$ cat config.mk
export PLATFORM = sky130hd
export DESIGN_NAME = key_dir_queue
export DESIGN_NICKNAME = d
export VERILOG_FILES = /design/src/rtl/key_dir_queue.sv
export SDC_FILE = /design/constraint.sdc
export NUM_CORES = 1
export LEC_CHECK = 0
export BUFFER_PORTS_ARGS = -buffer_cell sky130_fd_sc_hd__buf_2
export CORE_ASPECT_RATIO = 1.4
export CORE_MARGIN = 4
export CORE_UTILIZATION = 25
export DETAILED_ROUTE_END_ITERATION = 10
export PLACE_DENSITY = 0.48
export SYNTH_ARGS = -nofsm -noshare
export SYNTH_HDL_FRONTEND = slang
export SYNTH_SLANG_ARGS = --single-unit
$ cat constraint.sdc
create_clock -name Clk -period 6.35 [get_ports Clk]
set_input_delay 0.9525 -clock Clk [delete_from_list [all_inputs] [get_ports Clk]]
set_output_delay 0.9525 -clock Clk [all_outputs]
set_load 0.01 [all_outputs]
$ cat src/rtl/key_dir_queue.sv
// key_dir_queue: edge-detected direction-key FIFO drained one command per vsync frame
module key_dir_queue #(
    parameter int DEPTH = 4
) (
    input  logic                       Clk,
    input  logic                       Reset,
    input  logic [7:0]                 keycode,
    input  logic                       frame_clk,
    output logic [7:0]                 keycode_out,
    output logic [$clog2(DEPTH):0]     q_count,
    output logic                       q_empty,
    output logic                       q_full,
    output logic                       overflow
);
    localparam int AW = $clog2(DEPTH);
    localparam int CW = AW + 1;

    logic [7:0]    mem [DEPTH];
    logic [AW-1:0] head, tail;
    logic [7:0]    key_prev, last_cmd;
    logic          sync1, sync2, sync3;
    logic          valid, press, accept, frame_tick, push, drop;
    logic [CW-1:0] count_next;

    // press detection, frame edge detection and queue push/pop decisions
    always_comb begin
        valid      = (keycode == 8'd26) || (keycode == 8'd22) || (keycode == 8'd4) || (keycode == 8'd7);
        press      = valid && (keycode != key_prev);
        accept     = press && (keycode != last_cmd);
        frame_tick = sync2 && !sync3;
        push       = accept && (!q_full || frame_tick);
        drop       = accept && q_full && !frame_tick;
        count_next = q_count + CW'(push) - CW'(frame_tick && !q_empty);
    end

    assign q_empty = (q_count == '0);
    assign q_full  = (q_count == CW'(DEPTH));

    // queue storage is not reset; only entries below q_count are ever read
    always_ff @(posedge Clk) begin
        if (push) mem[tail] <= keycode;
    end

    // control state: synchronizer, pointers, count, output command and flags
    always_ff @(posedge Clk) begin
        if (Reset) begin
            head        <= '0;
            tail        <= '0;
            q_count     <= '0;
            keycode_out <= 8'd0;
            overflow    <= 1'b0;
            key_prev    <= 8'd0;
            last_cmd    <= 8'd0;
            sync1       <= 1'b0;
            sync2       <= 1'b0;
            sync3       <= 1'b0;
        end else begin
            key_prev <= keycode;
            sync1    <= frame_clk;
            sync2    <= sync1;
            sync3    <= sync2;
            q_count  <= count_next;
            if (push) begin
                tail     <= tail + AW'(1);
                last_cmd <= keycode;
            end
            if (frame_tick) begin
                keycode_out <= q_empty ? 8'd0 : mem[head];
                if (!q_empty) head <= head + AW'(1);
            end
            if (drop) overflow <= 1'b1;
        end
    end
endmodule

==> results of run 1 <==
==> stage by stage <==
step | util (%) | setup slack [ps] | area [um^2]
floorplan | - | 2840 | 2750
global placement | 27.8 | 2340 | 3000
detailed placement | 27.8 | 2270 | 3000
CTS | 30.6 | 2630 | 3310
global route | 30.6 | 2380 | 3310
finish | 30.6 | 2670 | 3310
==> path summary, 6_finish.rpt <==
| check | startpoint | end | slack [ps] | depth (start not counted) |
|---|---|---|---|---|
| setup / recovery | keycode[0] | q_count[2] | 2670 | 14 |
| hold reg to reg | sync1 | sync2 | 440 | 1 |
| setup reg to reg | sync3 | q_count[2] | 3350 | 12 |
| hold / removal | sync1 | sync2 | 440 | 1 |
==> Yosys cell counts (all sizes together) (4+ instances only) <==
| cell type | n | area (um^2) |
|---|---|---|
| clkbuf | 7 | 26.3 |
| inv | 7 | 26.3 |
| nor2b | 16 | 100 |
| mux2 | 6 | 71.3 |
| edfxtp | 32 | 961 |
| nand4 | 4 | 25.0 |
| and2 | 4 | 25.0 |
| a22oi | 8 | 60.1 |
| nor3b | 5 | 48.8 |
| mux4 | 8 | 180 |
| dfxtp | 37 | 741 |
| nor2 | 18 | 67.6 |
| ha | 6 | 75.1 |
| xnor2 | 18 | 158 |
==> routing by layer <==
metal	wire, um	vias to the layer above	share of wire (%)	track usage, %
li1	-	745	-	-
met1	2110	742	41	9.46
met2	2710	22	53	14.6
met3	123	9	2.4	2.01
met4	161	0	3.2	6.95
met5	0	-	0	0
==> registers in the layout, indices dropped and copies added, names as in the netlist, named ones only <==
signal / flops
mem: 32
sync1: 1
head: 2
overflow: 1
sync3: 1
q_count: 3
last_cmd: 8
keycode_out: 8
sync2: 1
tail: 2
key_prev: 8
==> where the power goes <==
group | switching [mW] | internal, mW | total, mW
clock | 0.172 | 0.339 | 0.512
combinational | 0.0216 | 0.0145 | 0.0361
sequential | 0.00253 | 0.470 | 0.472
==> critical path, delay by kind of cell <==
kind	cells	cell delay, ps
AOI/OAI and AO/OA	2	490
xor gates and xnor gates	2	310
adders and majority gates	3	800
buffers and inverters	4	380
and+or+nand+nor	3	920
==> cells by family (layout without fill, tap and decap cells) <==
| kind of cell | after synthesis | count (layout) | share of synthesized area, % |
|---|---|---|---|
| mux | 15 | 15 | 9.50 |
| xor+xnor | 21 | 21 | 6.68 |
| buf+inv | 17 | 47 | 2.64 |
| fa+ha+maj | 7 | 7 | 3.46 |
| simple gates | 58 | 58 | 12.0 |
| compound gates | 12 | 12 | 3.91 |
| flops | 69 | 69 | 61.8 |
==> final cells by class <==
cell class | count | area, um^2 | share of cell area, %
Multi-Input combinational cell | 113 | 977 | 29.5
Sequential cell | 69 | 1700 | 51.4
Clock buffer | 10 | 229 | 6.92
Tap cell | 141 | 176 | 5.33
Timing Repair Buffer | 24 | 120 | 3.63
Clock inverter | 6 | 77.6 | 2.34
Inverter | 7 | 26.3 | 0.794
==> metrics.yaml, run 1 <==
power_and_ir_drop:
  peakVddDrop_mv: 0.125
  powerDensity_nw_per_um2: 308
  total_leakage_power_nw: 1.17
  power_mw: 1.02
global_route:
  grt_pass1_wl_um: 8440
  track_usage_pct: 8.76
  grt_max_degree: 40
  grt_pass1_vias: 1600
  overflow: 0
  antenna_found_initial: 0
floorplanning:
  rows: 45
  die_area_um2: 12800
  core_area_um2: 10800
  die_x_um: 96.7
  die_y_um: 132
  start_util_pct: 25.5
  num_io_pins: 25
synthesis:
  synth_nets: 217
  synth-edff-count: 32
  ys_ff_latch: 69
  syn_area_um2: 2750
  syn_inst: 199
  seq_area_frac_synth_pct: 61.8
  ys_warn_count: 0
  async_flop_share_pct: 0
  synth.distinct_cells: 32
  avgSynthCellArea_um2: 13.8
  synth_ff_type: "dfxtp_1"
timing:
  fin_worst_skew_ps: 3.76
  period_share_pct: 57.9
  rsz0062_at_grt: "false"
  whs_ps: 436
  worstMarginPinSlew_ps: 899
  tns_ps: 0
  drv_slew: 0
  max_freq_mhz: 272
  slew_headroom_pct: 39.8
  finalSetupViolations: 0
  fin_crit_ps: 3680
  hold_violations: 0
routing:
  drc: 0
  wire_per_inst_um: 13.8
  route.antenna.remaining_nets: 0
  drtIter0Drc: 75
  num_vias: 1518
  drt-pass1-iter-count: 4
  avgViaCountPerCell: 4.10
  routed_wl_um: 5100
clock_network:
  postCtsHoldBufs: 0
  cts_setup_buffers: 0
  cts_tree: "built"
  cts_sinks: 69
  cts_resized: 0
  numCtsBuffers: 9
  clockBufferDepth: 2
  cts_root_buffer: "clkbuf_16"
  clk_latency_ps: 320
  htreeDepth: 3
  clk_pin_slew_worst_paths_ps: 50
final_layout:
  n_antenna_cell: 0
  final_cell_mix: "dfxtp_1 (37), edfxtp_1 (32), buf_2 (24)"
  final_common_cell: "dfxtp_1"
  stdcell_count: 370
  drive_above_1_share_pct: 23.6
  fill_cells: 1128
  area_growth_pct: 20.2
  final_nets: 242
critical_path:
  crit_top_cell: "inv_1"
  cp_data_required_time_ps: 6530
  worstPathCellList: "buf_2 > or2_1 > a2111oi_4 > o21ai_2 > nor3b_4 > inv_1 > ha_1 > inv_1 > ha_1 > inv_1 > fa_1 > xor2_1 > xnor2_1 > nor2_1"
  slowest_delay_ps: 600
  slowest_stage: "nor3b_4"
  crit_path_end_kind: "flip-flop"
  path_max_fanout: 15
  worstPathArrival_ps: 3860
  critPathLaunchType: "input pin"
  worstSetupPathType: "input pin to flip-flop"
place:
  hpwl_um: 3580
  io_buffers: 24
  gp_congestion: 0.682
  place_inst: 354
run_status:
  outcome: "finished clean"
min_path:
  hold_class: "flip-flop to flip-flop"
run:
  cap_violations: 0
Power figures use the tool's default switching activity.
==> run 2, diff against run 1 <==
- clock period: 6.35 -> 3.7 ns (I/O delays scaled with it)
==> run 2 against run 1 <==
Against the previous run:
- first-iteration DRC count fell by 15%
- clock-buffer cell count did not move
- final cell count rose by 0.27%
- worst setup slack got worse by 1800 ps
- final area fell by 0.26%
- routed wire length rose by 0.20%
- clock skew rose by 2.8 ps
- global-route usage fell by 0.059 points
- critical path depth did not move
- total power rose by 65%
- via count rose by 0.13%
- sequential cell count did not move
==> metrics.yaml, run 2 (synthesized netlist as in run 1, its figures left out) <==
timing:
  whs_ps: 439
  finalSetupViolations: 0
  drv_slew: 0
  hold_violations: 0
  worst_slack_ps: 857
  tns_ps: 0
  period_share_pct: 76.8
  fin_crit_ps: 2840
  slew_headroom_pct: 51.7
  max_freq_mhz: 352
  rsz0062_at_grt: "false"
  fin_worst_skew_ps: 6.58
  worstMarginPinSlew_ps: 724
place:
  dpl-instance-area_um2: 3020
  gp_congestion: 0.661
  place_inst: 356
  dpl_worst_slack_ps: 507
  io_buffers: 24
  hpwl_um: 3490
critical_path:
  slowest_delay_ps: 370
  crit_path_end_kind: "flip-flop"
  critPathBufInv: 4
  crit_top_cell: "inv_1"
  worstPathCellList: "buf_2 > or2_1 > a2111oi_4 > o21ai_2 > nor3b_4 > inv_1 > ha_1 > inv_1 > ha_1 > inv_1 > fa_1 > xor2_1 > xnor2_1 > nor2_1"
  critPathLaunchType: "input pin"
  worstPathArrival_ps: 3030
  reg2reg_to: "q_count[2]"
  reg2reg_depth: 13
  r2r_slack_ps: 1210
  path_max_fanout: 10
  slowest_stage: "fa_1"
  worstSetupPathType: "input pin to flip-flop"
  cp_data_required_time_ps: 3880
  rr_startpoint: "last_cmd[4]"
  crit_family: "adder cells"
power_and_ir_drop:
  internal_power_mw: 1.35
  clkPwrFrac_pct: 48.3
  combPwrFrac_pct: 3.7
  switching_share_pct: 20.2
  total_leakage_power_nw: 1.16
  power_mw: 1.69
  switching_power_mw: 0.341
  p_seq_share_pct: 48.1
  powerDensity_nw_per_um2: 511
  peakVddDrop_mv: 0.252
final_layout:
  area_growth_pct: 19.9
  n_antenna_cell: 0
  drive_above_1_share_pct: 23.9
  final_cell_mix: "dfxtp_1 (37), edfxtp_1 (32), buf_2 (24)"
  fill_cells: 1128
  final_nets: 244
  final_area_um2: 3300
  largest_reg_flops: 32
  final_common_cell: "dfxtp_1"
  final_util_pct: 30.5
  stdcell_count: 371
  regMostFlops: "mem"
min_path:
  hold_path_depth: 2
  hold_class: "input pin to flip-flop"
  min_from: "frame_clk"
  hold_end: "sync1"
global_route:
  grt_max_degree: 40
  track_usage_pct: 8.71
  grt_pass1_vias: 1582
  overflow: 0
  grt_pass1_wl_um: 8290
  antenna_found_initial: 0
routing:
  route.antenna.remaining_nets: 0
  avgViaCountPerCell: 4.10
  drtIter0Drc: 64
  drc: 0
  drt-pass1-iter-count: 5
  wire_per_inst_um: 13.8
  num_vias: 1520
  routed_wl_um: 5110
run:
  cap_violations: 0
floorplanning:
  die_x_um: 96.7
  die_y_um: 132
  core_area_um2: 10800
  start_util_pct: 25.5
  num_io_pins: 25
  die_area_um2: 12800
  rows: 45
clock_network:
  clockBufferDepth: 2
  numCtsBuffers: 9
  htreeDepth: 3
  cts_root_buffer: "clkbuf_16"
  postCtsHoldBufs: 0
  cts_resized: 0
  cts_sinks: 69
  cts_tree: "built"
  cts_setup_buffers: 0
  clk_pin_slew_worst_paths_ps: 50
  clk_latency_ps: 330
run_status:
  outcome: "finished clean"
run 2: per-layer routing:
| metal | wire (um) | global-route usage (%) | vias to the layer above |
|---|---|---|---|
| li1 | - | - | 748 |
| met1 | 2130 | 9.55 | 745 |
| met2 | 2770 | 14.5 | 25 |
| met3 | 154 | 2.86 | 2 |
| met4 | 55 | 5.39 | 0 |
| met5 | 0 | 0 | - |
run 2: worst max-delay path by stage:
stage                       endpoint  startpoint  cells after the start  slack [ps]
after floorplan           q_count[2]  keycode[0]                     14         590
after global placement    q_count[2]  keycode[0]                     14         560
after detailed placement  q_count[2]  keycode[0]                     14         510
after CTS                 q_count[2]  keycode[0]                     14         860
after global routing      q_count[2]  keycode[0]                     14         680
final                     q_count[2]  keycode[0]                     14         860
run 2: layout make-up:
type	count	area, um^2	share of cell area (%)
Sequential cell	69	1700	51.6
Multi-Input combinational cell	113	977	29.6
Clock buffer	10	229	6.94
Tap cell	141	176	5.35
Timing Repair Buffer	26	135	4.10
Clock inverter	5	53.8	1.63
Inverter	7	26.3	0.796
run 2: power by group through the flow:
| stage | Combinational (mW) | Sequential [mW] | Clock [mW] |
|---|---|---|---|
| after floorplan | 0.0383 | 0.826 | 0 |
| after global placement | 0.0633 | 0.827 | 0 |
| after detailed placement | 0.0635 | 0.827 | 0 |
| after CTS | 0.0639 | 0.811 | 0.842 |
| after global routing | 0.0693 | 0.811 | 0.872 |
| final | 0.0617 | 0.811 | 0.814 |
